### src/rtl/gf2_karatsuba_mul_seq.sv
// +----------------------------------------------------------------------------+
// | gf2_karatsuba_mul_seq: multi-cycle carry-less multiplier, one Karatsuba      |
// | level on a shared HxH core, optional reduction mod (x^W + POLY).             |
// | Revision: 1.0                                                                |
// +----------------------------------------------------------------------------+
`default_nettype none

module gf2_karatsuba_mul_seq #(
  parameter int           W    = 41,
  parameter logic [W-1:0] POLY = W'(9)
) (
  input  logic           clk,
  input  logic           rst_n,
  input  logic           in_valid,
  output logic           in_ready,
  input  logic [W-1:0]   a,
  input  logic [W-1:0]   b,
  input  logic           mode,
  output logic           out_valid,
  input  logic           out_ready,
  output logic [2*W-2:0] c,
  output logic           busy
);

  localparam int L  = W / 2;
  localparam int H  = W - L;
  localparam int PW = 2 * H - 1;
  localparam int CW = 2 * W - 1;

  localparam logic [2:0] S_IDLE    = 3'd0;
  localparam logic [2:0] S_MUL_LL  = 3'd1;
  localparam logic [2:0] S_MUL_HH  = 3'd2;
  localparam logic [2:0] S_MUL_MID = 3'd3;
  localparam logic [2:0] S_COMBINE = 3'd4;
  localparam logic [2:0] S_REDUCE  = 3'd5;
  localparam logic [2:0] S_DONE    = 3'd6;

  logic [2:0]    state_q, state_d;
  logic [W-1:0]  a_q, a_d;
  logic [W-1:0]  b_q, b_d;
  logic          mode_q, mode_d;
  logic [PW-1:0] pl_q, pl_d;
  logic [PW-1:0] ph_q, ph_d;
  logic [PW-1:0] pm_q, pm_d;
  logic [CW-1:0] c_q, c_d;

  logic [H-1:0]  al_ext, bl_ext, ah, bh, am, bm;
  logic [H-1:0]  core_x, core_y;
  logic [PW-1:0] core_p;
  logic [PW-1:0] t_mid;
  logic [CW-1:0] p_comb;
  logic [CW-1:0] p_red;

  function automatic logic [PW-1:0] clmul(input logic [H-1:0] x, input logic [H-1:0] y);
    logic [PW-1:0] acc;
    acc = '0;
    for (int i = 0; i < H; i++) begin
      if (y[i]) acc = acc ^ (PW'(x) << i);
    end
    return acc;
  endfunction

  // ---------------- FSM: state register ----------------
  always_ff @(posedge clk or negedge rst_n) begin
    if (!rst_n) state_q <= S_IDLE;
    else        state_q <= state_d;
  end

  // ---------------- FSM: next state ----------------
  always_comb begin
    state_d = state_q;
    case (state_q)
      S_IDLE:    if (in_valid) state_d = S_MUL_LL;
      S_MUL_LL:  state_d = S_MUL_HH;
      S_MUL_HH:  state_d = S_MUL_MID;
      S_MUL_MID: state_d = S_COMBINE;
      S_COMBINE: state_d = mode_q ? S_REDUCE : S_DONE;
      S_REDUCE:  state_d = S_DONE;
      S_DONE:    if (out_ready) state_d = S_IDLE;
      default:   state_d = S_IDLE;
    endcase
  end

  // ---------------- FSM: outputs ----------------
  always_comb begin
    in_ready  = 1'b0;
    out_valid = 1'b0;
    busy      = 1'b1;
    case (state_q)
      S_IDLE: begin
        in_ready = 1'b1;
        busy     = 1'b0;
      end
      S_DONE:  out_valid = 1'b1;
      default: ;
    endcase
  end

  assign c = c_q;

  // ---------------- Karatsuba split and shared core ----------------
  assign al_ext = H'(a_q[L-1:0]);
  assign bl_ext = H'(b_q[L-1:0]);
  assign ah     = a_q[W-1:L];
  assign bh     = b_q[W-1:L];
  assign am     = ah ^ al_ext;
  assign bm     = bh ^ bl_ext;

  always_comb begin
    core_x = am;
    core_y = bm;
    case (state_q)
      S_MUL_LL: begin
        core_x = al_ext;
        core_y = bl_ext;
      end
      S_MUL_HH: begin
        core_x = ah;
        core_y = bh;
      end
      default: ;
    endcase
  end

  assign core_p = clmul(core_x, core_y);

  // Middle term recovers Al*Bh ^ Ah*Bl; PH lands at 2L so odd W needs no special case.
  assign t_mid  = pm_q ^ ph_q ^ pl_q;
  assign p_comb = CW'(pl_q) ^ (CW'(t_mid) << L) ^ (CW'(ph_q) << (2 * L));

  // Fold from the top so bits created by a fold are themselves folded later.
  always_comb begin
    logic [CW-1:0] r;
    r = c_q;
    for (int i = CW - 1; i >= W; i--) begin
      if (r[i]) r = r ^ (CW'(POLY) << (i - W)) ^ (CW'(1) << i);
    end
    p_red = CW'(r[W-1:0]);
  end

  // ---------------- Datapath next-state ----------------
  always_comb begin
    a_d    = a_q;
    b_d    = b_q;
    mode_d = mode_q;
    pl_d   = pl_q;
    ph_d   = ph_q;
    pm_d   = pm_q;
    c_d    = c_q;
    case (state_q)
      S_IDLE: begin
        if (in_valid) begin
          a_d    = a;
          b_d    = b;
          mode_d = mode;
        end
      end
      S_MUL_LL:  pl_d = core_p;
      S_MUL_HH:  ph_d = core_p;
      S_MUL_MID: pm_d = core_p;
      S_COMBINE: c_d  = p_comb;
      S_REDUCE:  c_d  = p_red;
      default: ;
    endcase
  end

  always_ff @(posedge clk or negedge rst_n) begin
    if (!rst_n) begin
      a_q    <= '0;
      b_q    <= '0;
      mode_q <= 1'b0;
      pl_q   <= '0;
      ph_q   <= '0;
      pm_q   <= '0;
      c_q    <= '0;
    end else begin
      a_q    <= a_d;
      b_q    <= b_d;
      mode_q <= mode_d;
      pl_q   <= pl_d;
      ph_q   <= ph_d;
      pm_q   <= pm_d;
      c_q    <= c_d;
    end
  end

endmodule

`default_nettype wire
### config.mk
export PLATFORM = sky130hd
export DESIGN_NAME = gf2_karatsuba_mul_seq
export DESIGN_NICKNAME = d
export VERILOG_FILES = /design/src/rtl/gf2_karatsuba_mul_seq.sv
export SDC_FILE = /design/constraint.sdc
export NUM_CORES = 1
export LEC_CHECK = 0
export CORE_UTILIZATION = 35
export DETAILED_ROUTE_END_ITERATION = 7
export GPL_TIMING_DRIVEN = 1
export HOLD_SLACK_MARGIN = 0.12
export PLACE_DENSITY_LB_ADDON = 0.05
export SYNTH_ARGS = -nofsm -noshare
export SYNTH_HDL_FRONTEND = slang
export SYNTH_SLANG_ARGS = --single-unit
### constraint.sdc
create_clock -name clk -period 3 [get_ports clk]
set_clock_uncertainty 0.1 [all_clocks]
set_input_delay 0.45 -clock clk [delete_from_list [all_inputs] [get_ports clk]]
set_output_delay 0.45 -clock clk [all_outputs]
set_load 0.03 [all_outputs]
# Word-level counts from Yosys, hierarchy flattened
# Index checks and enable logic that the tools add are counted.
[totals]
in_bits = 87
ff_bits = 290
out_inout_bits = 84
[op_classes]
n_reduce_logical = 4
eq_ne = 8
n_mux = 71
n_bitwise = 66
[op_table]
columns = ["cell", "n"]
rows = [
  ["2-to-1 mux 41 bit", 21],
  ["one-hot mux 81 bit (2 select lines)", 1],
  ["bitwise XOR 41 bit", 3],
  ["one-hot mux 21 bit (2 select lines)", 2],
  ["bitwise XOR 61 x 81 -> 81 bit", 1],
  ["NOT 2 bit", 40],
  ["bitwise XOR 41 x 61 -> 61 bit", 1],
  ["2-to-1 mux 43 bit", 1],
  ["2-to-1 mux 21 bit", 2],
  ["2-to-1 mux 42 bit", 1],
  ["bitwise XOR 21 x 20 -> 21 bit", 2],
  ["bitwise XOR 41 x 22 -> 41 bit", 1],
  ["bitwise XOR 41 x 23 -> 41 bit", 1],
  ["bitwise XOR 41 x 24 -> 41 bit", 1],
  ["bitwise XOR 41 x 25 -> 41 bit", 1],
  ["bitwise XOR 41 x 26 -> 41 bit", 1],
  ["bitwise XOR 41 x 27 -> 41 bit", 1],
  ["bitwise XOR 41 x 28 -> 41 bit", 1],
  ["bitwise XOR 41 x 29 -> 41 bit", 1],
  ["bitwise XOR 41 x 30 -> 41 bit", 1],
  ["bitwise XOR 41 x 31 -> 41 bit", 1],
  ["bitwise XOR 41 x 32 -> 41 bit", 1],
  ["bitwise XOR 41 x 33 -> 41 bit", 1],
  ["bitwise XOR 41 x 34 -> 41 bit", 1],
  ["53 further kinds", 61],
]

# Depth between registers and ports, before layout
[depth]
word_depth = 81
ltp_mapped = 16
ltp_nobuf = 9

# Worst setup path before layout
# Ideal clock, no wire load.
[synth_timing]
path_type = "reg-to-reg"
from = "reg state_q[2]"
to = "reg a_q[0]"
arrival_time_ns = 3.026
setup_ns = 0.125
required_ns = 2.775
path_slack_ns = -0.251
stages_incl_launch_ff = 13
cell_sequence = "dfrtp_1 buf_4 buf_6 buf_6 buf_4 buf_6 buf_6 or3_1 inv_1 and2_1 clkbuf_1 buf_2 mux2_2"
[synth_between]
elab_chain_cells = 2
[synth_rtl]
columns = ["element", "line_no", "source"]
rows = [
  ["from (decl)", "38", "logic [2:0] state_q, state_d;"],
  ["from (signal assigned)", "66", "else state_q <= state_d;"],
  ["logical NOT 3 bit", "150", "case (state_q)"],
  ["AND reduction 2 bit (no source line)", "n/a", ""],
  ["to (signal assigned)", "169", "a_q <= '0;"],
  ["to (signal assigned)", "177", "a_q <= a_d;"],
  ["to (decl)", "39", "logic [W-1:0] a_q, a_d;"],
]
# Every way passes these cells.
# A chain may end at the register's enable or synchronous reset.

# Final worst setup path
[layout_timing]
from = "reg state_q[0]"
to = "reg ph_q[21]"
[layout_between]
elab_chain_cells = 42
elab_cells_between_ends = 44
cone_classes = "eq/ne (2); mux (22); bitwise (20)"
[layout_rtl]
columns = ["element", "line_no", "source"]
rows = [
  ["== test 3 x 2 -> 1 bit / == test 3 x 1 -> 1 bit (equally long branches)", "112, 150", ""],
  ["one-hot mux 21 bit (2 select lines)", "112", "case (state_q)"],
  ["bitwise XOR 41 x 22 -> 41 bit", "58", "if (y[i]) acc = acc ^ (PW'(x) << i);"],
  ["2-to-1 mux 41 bit", "58", ""],
  ["bitwise XOR 41 x 23 -> 41 bit", "58", ""],
  ["2-to-1 mux 41 bit", "58", ""],
  ["bitwise XOR 41 x 24 -> 41 bit", "58", ""],
  ["2-to-1 mux 41 bit", "58", ""],
  ["[26 not listed]", "n/a", ""],
  ["bitwise XOR 41 x 38 -> 41 bit", "58", ""],
  ["2-to-1 mux 41 bit", "58", ""],
  ["bitwise XOR 41 x 39 -> 41 bit", "58", ""],
  ["2-to-1 mux 41 bit", "58", ""],
  ["bitwise XOR 41 x 40 -> 41 bit", "58", ""],
  ["2-to-1 mux 41 bit", "58", ""],
  ["bitwise XOR 41 bit", "58", ""],
  ["2-to-1 mux 41 bit", "58", ""],
  ["to (signal assigned)", "181", "ph_q <= ph_d;"],
  ["to (decl)", "43", "logic [PW-1:0] ph_q, ph_d;"],
]
# Parallel ways exist; a longest one is shown, timed or not.

==> impl_metrics.ini <==
[timing]
timing.fmax_ghz = 0.293
hold_viol_final = 0
finalMaxSlewViolations = 0
fin_ws_ns = -0.416
max_slew_margin_pct = 42.1
setup_viol = 91
fin_crit_ns = 3.42
rsz0062_at_grt = yes
post-route-period-util_pct = 114
worstMarginPinSlew_ns = 0.868

[cells_and_area]
final_cells = 3678
fin_util_pct = 48.0
multi_input_area_mm2 = 0.0134
nets = 2966
drive_gt1_share_pct = 23.6
nFillCells = 5701
syn2layout_area_growth_pct = 35.5
seqCellArea_mm2 = 0.00727

[clock_network]
cts_tree = yes
clk_latency_ns = 0.58
cts_root_buf = clkbuf_16
clockBufferDepth = 3
cts_buffers = 37
clk_pin_slew_worst_paths_ns = 0.06
htree_levels = 2
cts.sinks = 290

[die]
rows = 89
core_area_mm2 = 0.0589
die_h_um = 246
io_pins = 171
die-area_mm2 = 0.0606
initial_core_util_pct = 35.4
die_w_um = 246

[logic_synthesis]
synthFlopType = dfrtp_1
synth_top_area_share_pct = 34.8
yosysWarnings = 0
synth_seq_cells = 290
post_synth.cell_area_avg_um2 = 8.47
ys_seq_area_share_pct = 34.8
postSynthCellCount = 2463
synth_area_leader_cell = dfrtp_1
syn-cell-area_mm2 = 0.0209
synth_commonest_cells = 411 x nor2_1, 389 x xnor2_1, 290 x dfrtp_1
synth.area.top_cells = dfrtp_1 35%, xnor2_1 16%, nor2_1 7.4%
async_flop_share_pct = 100
synth.distinct_cells = 50
synth-edff-count = 0
synth.net_count = 2550
synth_most_common_cell = nor2_1

[status]
status = finished with violations
violations = setup timing

[drt]
dr_total_vias = 18631
drc = 0
routedWlPerCell_um = 21.0
antenna_left = 0
drt-total-wl_mm = 77.2
dr.pass1.iters = 5
vias_per_cell = 5.07
first_iter_violations = 1103

[critical_path]
worstPathRequired_ns = 3.32
r2r_slack_ns = -0.42
r2r_end = ph_q[21]
arrival_ns = 3.74
r2r_cells = 10
endpoint_kind = register
cp-start-kind = register
reg2reg_from = state_q[0]
cpPeakStageDelay_ns = 0.56
worstSetupPathType = reg2reg
path_cells = buf_4 > and3_1 > o21ai_1 > nand4_1 > xnor2_2 > xnor3_1 > xnor3_1 > xnor3_2 > xnor2_2 > o21ai_1
cp_slowest_cell = dfrtp_4
cp_max_fo = 18

[flow_run]
maxCapViolations = 0

[placement]
io_buffers = 170
globalplace.congestion = 0.941
place_hpwl_mm = 57.8
dp.cells = 3586

[grt]
grt_util_all_layers_pct = 25.7
grt_pass1_wl_mm = 117
antenna_found_initial = 1
grt_overflow = 0
first_global_vias = 18627
grt_max_degree = 83

[min_path]
hold_path.class = in2async
## critical path, delay by kind of cell, from the launching register on
family	cells	cell delay (ns)
AO/OA/AOI/OAI	2	0.46
flip-flops	1	0.56
buffers and inverters	1	0.23
XOR/XNOR	5	1.54
AND/OR/NAND/NOR	2	0.40
## registers in the layout, indices dropped and copies added, names as in the netlist
register / count
a_q: 41
ph_q: 41
pl_q: 41
pm_q: 41
mode_q: 1
c: 81
state_q: 3
b_q: 41
## cells by family after synthesis
kind of cell,share of synthesized area [%]
and+or+nand+nor,23.5
xor gates and xnor gates,23.5
buffers and inverters,4.31
AOI/OAI and AO/OA,9.50
DFF,34.8
muxes,4.48
## worst max-delay path by stage
stage,from,end,slack [ns],cells past startpoint
6_report,state_q[0],ph_q[21],-0.42,10
5_1_grt,state_q[0],ph_q[14],-0.49,14
4_1_cts,state_q[0],ph_q[14],-0.34,13
3_5_place_dp,state_q[2],ph_q[14],-0.74,13
3_3_place_gp,state_q[2],ph_q[14],-0.71,13
2_1_floorplan,state_q[0],pm_q[22],0.05,11
## cells in the final DEF (no fill, tap or decap), types with 10 or more instances in the layout
cell             instances
nor4b_1                 12
clkbuf_8                10
buf_4                  308
nand4_1                 12
nor4bb_1                14
xnor3_1                 18
o211ai_1                12
xnor2_1                350
buf_6                   19
clkbuf_16               38
nand2_2                 10
and2_1                  21
o21ai_0                173
nor2_1                 385
mux2_2                  83
nor3_1                  45
o22ai_1                 40
nand3b_1                22
buf_12                  42
dfrtp_1                287
nand3_1                 55
a21oi_1                 76
and3_1                  67
nand2_1                273
clkdlybuf4s50_1        166
nor2_2                  25
o21ai_1                 57
nor4_2                  12
xnor2_2                 40
xor2_1                 100
## layout make-up
type | instances | area share (%)
multi-input cells | 1995 | 47.5
flip-flops and latches | 290 | 25.7
repair buffers | 553 | 18.9
clock buffers | 53 | 3.84
inverters | 2 | 0.0266
diodes | 3 | 0.0266
well taps | 773 | 3.42
clock inverters | 9 | 0.562
## through the flow
| step | TNS (ns) | hold WS [ns] | area (µm²) | worst slack [ns] |
|---|---|---|---|---|
| floorplan | 0 | 0.0544 | 20900 | 0.0485 |
| global placement | -34.64 | 0.304 | 25800 | -0.713 |
| detailed placement | -38.46 | 0.309 | 25800 | -0.739 |
| CTS | -20.01 | 0.298 | 27800 | -0.337 |
| global route | -31.57 | 0.335 | 28300 | -0.493 |
| finish | -16.16 | 0.316 | 28300 | -0.416 |
## metal layers
layer,GRT usage (%),routed length (µm),up-vias
met5,0,13,-
met4,8.95,2700,2
met3,3.82,3750,130
met2,43.1,36700,452
met1,33.5,34000,8992
li1,-,-,9055
## repair_timing
item | in CTS | in global routing
buffers inserted | 19 | 3
gates resized for setup | 119 | 79
hold buffers | 1 | 0
cloned | 3 | 1
pin swaps | 51 | 46
endpoints found under the setup margin | 108 | 108
hold endpoints to repair | 172 | 0
Power is left out: the tool's default activity adds up to more than one toggle a clock period on the data nets, which glitch-free logic cannot reach.
